--- config.mk ---
export PLATFORM = sky130hd
export DESIGN_NAME = gpio_to_mouse
export DESIGN_NICKNAME = d
export VERILOG_FILES = /design/src/rtl/gpio_to_mouse_pkg.sv /design/src/rtl/gpio_to_mouse_debounce.sv /design/src/rtl/gpio_to_mouse.sv
export SDC_FILE = /design/constraint.sdc
export NUM_CORES = 1
export LEC_CHECK = 0
export BUFFER_PORTS_ARGS = -buffer_cell sky130_fd_sc_hd__buf_2
export CAP_MARGIN = 20
export CORE_UTILIZATION = 30
export CTS_CLUSTER_SIZE = 10
export DETAILED_ROUTE_END_ITERATION = 16
export PLACE_DENSITY_LB_ADDON = 0.12
export SLEW_MARGIN = 5
export SYNTH_ARGS = -nofsm -noshare
export SYNTH_HDL_FRONTEND = slang
export SYNTH_SLANG_ARGS = --single-unit
export TNS_END_PERCENT = 1
--- constraint.sdc ---
create_clock -name clk -period 1.89 [get_ports clk]
set_input_delay 0.2835 -clock clk [delete_from_list [all_inputs] [get_ports clk]]
set_output_delay 0.2835 -clock clk [all_outputs]
set_load 0.03 [all_outputs]
--- src/rtl/gpio_to_mouse_pkg.sv ---
// Shared definitions for the GPIO-to-mouse button debouncer.
// Holds the per-channel FSM state encoding and the counter sizing helper.
package gpio_to_mouse_pkg;

  typedef enum logic [1:0] {
    S_LOW  = 2'd0,
    S_RISE = 2'd1,
    S_HIGH = 2'd2,
    S_FALL = 2'd3
  } deb_state_t;

  // Counter must hold 0..DEBOUNCE_CYCLES; never narrower than one bit.
  function automatic int cnt_width(input int cycles);
    return (cycles < 1) ? 1 : $clog2(cycles + 1);
  endfunction

endpackage

--- src/rtl/gpio_to_mouse_debounce.sv ---
// One button channel: 2-flop synchronizer, then a four-state debounce FSM
// whose level and press/release pulses are registered on the accepting edge.
module gpio_debounce
  import gpio_to_mouse_pkg::*;
#(
  parameter int DEBOUNCE_CYCLES = 65000
) (
  input  logic clk,
  input  logic rst,
  input  logic din,
  output logic level,
  output logic press,
  output logic rel
);

  localparam int CW = cnt_width(DEBOUNCE_CYCLES);
  localparam logic [CW-1:0] LAST = CW'(DEBOUNCE_CYCLES - 1);

  logic          s1_q, s2_q;
  deb_state_t    state_q, state_d;
  logic [CW-1:0] cnt_q, cnt_d;
  logic          level_q, level_d;
  logic          press_q, press_d;
  logic          rel_q, rel_d;

  always_comb begin
    state_d = state_q;
    cnt_d   = cnt_q;
    level_d = level_q;
    press_d = 1'b0;
    rel_d   = 1'b0;
    case (state_q)
      S_LOW: begin
        if (s2_q) begin
          state_d = S_RISE;
          cnt_d   = '0;
        end
      end
      S_RISE: begin
        if (!s2_q) begin
          state_d = S_LOW;
        end else if (cnt_q == LAST) begin
          state_d = S_HIGH;
          level_d = 1'b1;
          press_d = 1'b1;
        end else begin
          cnt_d = cnt_q + 1'b1;
        end
      end
      S_HIGH: begin
        if (!s2_q) begin
          state_d = S_FALL;
          cnt_d   = '0;
        end
      end
      S_FALL: begin
        if (s2_q) begin
          state_d = S_HIGH;
        end else if (cnt_q == LAST) begin
          state_d = S_LOW;
          level_d = 1'b0;
          rel_d   = 1'b1;
        end else begin
          cnt_d = cnt_q + 1'b1;
        end
      end
      default: begin
        state_d = S_LOW;
        cnt_d   = '0;
      end
    endcase
  end

  // Reset abandons any pending transition, so no pulse can escape it.
  always_ff @(posedge clk or posedge rst) begin
    if (rst) begin
      s1_q    <= 1'b0;
      s2_q    <= 1'b0;
      state_q <= S_LOW;
      cnt_q   <= '0;
      level_q <= 1'b0;
      press_q <= 1'b0;
      rel_q   <= 1'b0;
    end else begin
      s1_q    <= din;
      s2_q    <= s1_q;
      state_q <= state_d;
      cnt_q   <= cnt_d;
      level_q <= level_d;
      press_q <= press_d;
      rel_q   <= rel_d;
    end
  end

  assign level = level_q;
  assign press = press_q;
  assign rel   = rel_q;

endmodule

--- src/rtl/gpio_to_mouse.sv ---
// Debounces two asynchronous remote-board button lines into mouse button
// levels plus one-cycle press/release pulses, one independent channel each.
module gpio_to_mouse
  import gpio_to_mouse_pkg::*;
#(
  parameter int DEBOUNCE_CYCLES = 65000
) (
  input  logic clk,
  input  logic rst,
  input  logic gpio_left,
  input  logic gpio_right,
  output logic m_left,
  output logic m_right,
  output logic left_press,
  output logic left_release,
  output logic right_press,
  output logic right_release
);

  gpio_debounce #(.DEBOUNCE_CYCLES(DEBOUNCE_CYCLES)) u_left (
    .clk   (clk),
    .rst   (rst),
    .din   (gpio_left),
    .level (m_left),
    .press (left_press),
    .rel   (left_release)
  );

  gpio_debounce #(.DEBOUNCE_CYCLES(DEBOUNCE_CYCLES)) u_right (
    .clk   (clk),
    .rst   (rst),
    .din   (gpio_right),
    .level (m_right),
    .press (right_press),
    .rel   (right_release)
  );

endmodule
==> results by group, run 1 <==
Status
  • Outcome: complete, no violations

Min path
  • Hold Path Class: primary input to asynchronous set/reset pin

Floorplan
  • Core area: 0.007408 mm^2
  • Initial Utilization: 31.58%
  • Die area: 0.008156 mm^2
  • Ports: 10
  • Die X: 90.31 um
  • # rows: 31
  • Chip height: 90.31 um

Placement
  • Buffers on Ports: 9
  • Post-detail-place hpwl: 3.689 mm
  • Placed cell area: 0.002713 mm^2
  • Placed instance count: 370
  • GP Congestion: 0.7593

Clock tree
  • Num CTS Buffers: 5
  • Number of setup buffers added after CTS: 0
  • CTS H-tree depth: 2
  • Post-CTS resize count: 0
  • CTS max path bufs: 2
  • CTS tree: done
  • Worst-Skew Late Latency: 300 ps
  • Sink Count: 46
  • Clock slew at reported path FFs: 90 ps
  • Clock Tree Root: clkbuf_8
  • Hold_buf cts: 0

Global routing
  • First-pass GRT wire length: 9.052 mm
  • Initial antenna violation count: 0
  • Total track usage: 13.70%
  • Vias in the first global route: 1940
  • Grt total ovfl: 0
  • Largest net degree at the start of global routing: 47

STA
  • Fin. max-slew vios: 0
  • Relative slew slack: 67.63%
  • Clock skew: 9.007 ps
  • Final period utilization: 96.05%
  • Unrepaired setup endpoints after global routing: true
  • Setup violators final: 0
  • Fin. Hold Viols: 0
  • Worst hold slack: 4.568 ps
  • Least-Margin Pin Slew: 481.1 ps
  • Post-layout min period: 1815 ps
  • Highest Clock Rate: 0.5509 GHz
  • Final TNS setup: 0 ps

Setup path
  • Critical path type: register to register
  • CP arrival: 2060 ps
  • Worst Setup End Kind: register
  • Startpoint types: register
  • Data required time of the critical path: 2130 ps
  • Flop2flop setup slack: 70 ps
  • Crit-path max FO: 3

Synth
  • Synth Net Count: 248
  • Unique masters post-synth: 46
  • Largest cells by area after synthesis: dfrtp_1 (49%), o21ai_0 (4.7%), nand2_1 (3.5%)
  • Biggest area consumer among synthesized cells: dfrtp_1
  • Syn avg cell area: 9.668 um^2
  • Post-synthesis sequential area ratio: 49.20%
  • Post-synth EDFFs: 0
  • Yosys warns: 0
  • Post-Syn Area: 0.002340 mm^2
  • Synth Register Bits: 46
  • Synthesized instance count: 242
  • Post-synth top flop: dfrtp_1
  • Share of the synthesized area in the top cell type: 49.20%
  • Post-synth ARST share: 100.0%

Layout
  • Most frequent cells in the layout: dfrtp_1 (45), buf_4 (29), nand2_1 (22), o21ai_0 (22), nand3_1 (13)
  • Layout area overhead: 22.73%
  • # nets final: 284
  • Fill count: 739
  • Commonest non-fill, non-tap cell in the layout: dfrtp_1
  • # diodes: 0
  • Layout cell share with drive strength beyond 1: 21.51%
  • Post-route insts no fill: 378
  • Final Cell Area: 0.002872 mm^2
  • Fin util: 38.76%

Power and ir drop
  • Pwr dens: 733.1 mW/mm^2
  • Leakage: 1.187 nW
  • Worst vdd ir: 234.8 uV

Drt
  • Final wirelength: 5.115 mm
  • WL per Instance: 13.53 um
  • First DRT Iteration DRCs: 71
  • Pre-antenna DRT Iters: 4
  • Routed Antenna Nets: 0
  • Total number of vias: 1945
  • Vias per cell: 5.146
  • DRC Markers: 0

Flow run
  • Max Cap Viol: 0
-- stage by stage --
stage / total power (W) / setup slack, ps
after floorplan: 0.001175 / 19.11
after global placement: 0.001252 / 52.91
after detailed placement: 0.001247 / 40.66
after CTS: 0.002135 / 10.31
after global routing: 0.002212 / -38.32
final: 0.002105 / 74.71
-- area by class of cell --
type	instances	area (um^2)	area share [%]
Clock buffer	5	68.82	2.397
Sequential cell	46	1152	40.13
Inverter	11	41.29	1.438
Timing Repair Buffer	39	282.8	9.848
Tap cell	99	123.9	4.314
Multi-Input combinational cell	175	1134	39.48
Clock inverter	3	68.82	2.397
-- synth_stat cells, drive strengths merged (4+ instances only) --
master / instances
a21oi: 11
o21ai: 22
o41ai: 7
nor2: 12
nor3: 4
nor4: 5
dfrtp: 46
or3: 5
o31ai: 7
inv: 11
nand4: 9
clkbuf: 6
or4: 6
nand2: 22
nand3: 14
buf: 4
mux2i: 4
nand2b: 7
-- state kept, by name, summed over array words and instances (netlist names), named ones only --
name	flops
u_right.press	1
u_left.press	1
u_right.state_q	1
u_right.s2_q	1
u_right.level	1
u_left.s2_q	1
u_left.state_q	1
u_left.s1_q	1
u_left.level	1
u_right.cnt_q	16
u_right.s1_q	1
u_left.rel	1
u_left.cnt_q	16
u_right.rel	1
-- per-layer routing --
layer / vias to the layer above / wire length [um] / track usage [%]
met3: 6 / 125 / 3.199
met4: 0 / 63 / 4.301
li1: 989 / - / -
met1: 937 / 2546 / 17.30
met5: - / 0 / 0
met2: 13 / 2380 / 23.16
-- worst max-delay path, cell delays in order (launching register included) --
cell and delay (ps):
dfrtp_1 370, ha_2 180, nand4_1 190, or4_4 540
or4_1 400, nand3_1 90
-- where the power goes --
part / internal, W / switching [W]
Combinational: 0.0000811 / 0.0000997
Sequential: 0.00102 / 0.0000308
Clock: 0.000530 / 0.000348
Total: 0.00163 / 0.000479
-- final timing paths --
path / from / end / cells after the start
max: u_right.cnt_q[0]$_DFFE_PP0P_ / u_right.cnt_q[12]$_DFFE_PP0P_ / 5
min: rst / u_right.cnt_q[4]$_DFFE_PP0P_ / 3
max reg2reg: u_right.cnt_q[0]$_DFFE_PP0P_ / u_right.cnt_q[12]$_DFFE_PP0P_ / 5
min reg2reg: u_right.s1_q$_DFF_PP0_ / u_right.s2_q$_DFF_PP0_ / 0
max in group asynchronous: rst / u_left.cnt_q[3]$_DFFE_PP0P_ / 3
min in group clk: gpio_right / u_right.s1_q$_DFF_PP0_ / 1
-- kinds of logic after synthesis --
group / share of synthesized area (%)
compound gates: 18.61
simple gates: 24.60
fa+ha+maj: 1.069
flops: 49.20
mux: 1.711
buf+inv: 3.690
xor+xnor: 1.123
(Power assumes the default switching activity.)
==> run 2: changes to the inputs <==
- CORE_MARGIN: default -> 2
==> run 2 against run 1 <==
  * Cell count is 2.6% higher
  * Count of clock-buffer cells in the layout stayed put
  * First-iteration DRC count is 23% higher
  * Via count is 3.7% higher
  * Critical path type unchanged
  * Critical endpoint is now u_left.cnt_q[12]$_DFFE_PP0P_
  * Highest routed layer unchanged
==> results by group, run 2 (synthesized netlist as in run 1, its figures left out) <==
Layout
  • Post-route insts no fill: 388
  • # diodes: 0
  • Largest regs: u_left.cnt_q: 16 flops, u_right.cnt_q: 16 flops
  • # nets final: 291
  • Fill count: 782
  • Layout area overhead: 24.28%
  • Layout cell share with drive strength beyond 1: 24.48%
  • Commonest non-fill, non-tap cell in the layout: dfrtp_1
  • Final Cell Area: 0.002908 mm^2
  • Most frequent cells in the layout: dfrtp_1 (46), buf_4 (35), nand2_1 (22), o21ai_0 (22)

Global routing
  • GRT busiest layer: met2
  • Grt met2 use: 22.26%
  • Vias in the first global route: 1956
  • Initial antenna violation count: 0
  • GRT met1 Usage: 18.95%
  • Largest net degree at the start of global routing: 31
  • M3 GR Usage: 2.848%
  • Total track usage: 13.84%
  • Grt total ovfl: 0
  • First-pass GRT wire length: 9.494 mm

Setup path
  • Buffers plus inverters on the worst setup path: 0
  • Worst Setup End Kind: register
  • Startpoint types: register
  • Critical path cell sequence: ha_2, nand4_1, or4_4, or3_4, a21oi_2
  • Crit-path max FO: 5
  • Data required time of the critical path: 2120 ps
  • CP max-delay cell: or4_4
  • CP arrival: 2070 ps
  • Slowest Stage Delay on Critical Path: 550 ps
  • Critical path type: register to register
  • Delay-heaviest family, CP: simple AND/OR/NAND/NOR gates

STA
  • Final period utilization: 97.31%
  • Least-Margin Pin Slew: 499.6 ps
  • Worst hold slack: 79.68 ps
  • Post-route setup slack: 50.81 ps
  • Fin. max-slew vios: 0
  • Relative slew slack: 66.57%
  • Setup violators final: 0
  • Clock skew: 7.857 ps
  • Unrepaired setup endpoints after global routing: true
  • Highest Clock Rate: 0.5437 GHz
  • Post-layout min period: 1839 ps
  • Fin. Hold Viols: 0

Floorplan
  • Ports: 10
  • Die X: 92.31 um
  • Initial Utilization: 30.60%
  • Chip height: 92.31 um
  • # rows: 32
  • Die area: 0.008521 mm^2
  • Core area: 0.007647 mm^2

Flow run
  • Max Cap Viol: 0

Drt
  • Vias per cell: 5.198
  • Total number of vias: 2017
  • Final wirelength: 5.447 mm
  • Pre-antenna DRT Iters: 5
  • Routed Antenna Nets: 0
  • WL per Instance: 14.04 um
  • First DRT Iteration DRCs: 87
  • DRC Markers: 0

Min path
  • Hold Path Class: primary input to register

Clock tree
  • CTS H-tree depth: 2
  • Sink Count: 46
  • Clock Tree Root: clkbuf_8
  • Num CTS Buffers: 5
  • CTS max path bufs: 2
  • Worst-Skew Late Latency: 300 ps
  • CTS tree: done
  • Clock slew at reported path FFs: 100 ps

Power and ir drop
  • Worst vdd ir: 312.8 uV
  • Pwr dens: 650.3 mW/mm^2
  • Leakage: 1.202 nW

Placement
  • GP Congestion: 0.8018
  • Placed cell area: 0.002731 mm^2
  • Placed instance count: 375
  • Post-detail-place hpwl: 3.879 mm
  • Buffers on Ports: 9
  • Pre-CTS worst setup slack: 39.16 ps

Status
  • Outcome: complete, no violations
run 2: worst paths after layout:
kind / from / end / slack, ps / cells past startpoint
setup / recovery: u_left.cnt_q[0]$_DFFE_PP0P_ / u_left.cnt_q[12]$_DFFE_PP0P_ / 50 / 5
hold / removal: gpio_right / u_right.s1_q$_DFF_PP0_ / 80 / 1
setup reg to reg: u_left.cnt_q[0]$_DFFE_PP0P_ / u_left.cnt_q[12]$_DFFE_PP0P_ / 50 / 5
hold reg to reg: u_right.s1_q$_DFF_PP0_ / u_right.s2_q$_DFF_PP0_ / 360 / 0
max in group asynchronous: rst / u_left.cnt_q[11]$_DFFE_PP0P_ / 890 / 4
min in group asynchronous: rst / u_right.level$_DFFE_PP0P_ / 500 / 3
run 2: metrics by stage:
stage	util, %	total power, W	setup TNS, ps
after floorplan	-	0.001175	0
after global placement	35.72	0.001260	0
after detailed placement	35.72	0.001260	0
after CTS	37.07	0.001913	0
after global routing	38.02	0.001999	-216.9
final	38.02	0.001891	0
run 2: what timing repair did:
action                                 4_1_cts  5_1_grt
setup buffers                                0        4
hold buffers                                 1        0
setup endpoints to repair                    0       12
resized for setup                            0        9
endpoints found under the hold margin       16        0
run 2: layout make-up:
| cell class | count | area, um^2 | share of cell area, % |
|---|---|---|---|
| inverter | 11 | 41.29 | 1.420 |
| tap | 102 | 127.6 | 4.389 |
| multi-input combinational | 175 | 1156 | 39.76 |
| clock inverter | 3 | 25.02 | 0.8606 |
| sequential | 46 | 1151 | 39.59 |
| clock buffer | 5 | 68.82 | 2.367 |
| timing repair buffer | 46 | 337.8 | 11.62 |
run 2: routing by layer:
layer / share of wire [%] / vias up
li1: - / 1003
met1: 49 / 978
met2: 47 / 34
met3: 3.6 / 2
met4: 0.62 / 0
met5: 0 / -
run 2: where the power goes:
part           switching (W)  internal, W
logic               0.000114    0.0000953
registers          0.0000281      0.00101
clock network       0.000372     0.000268
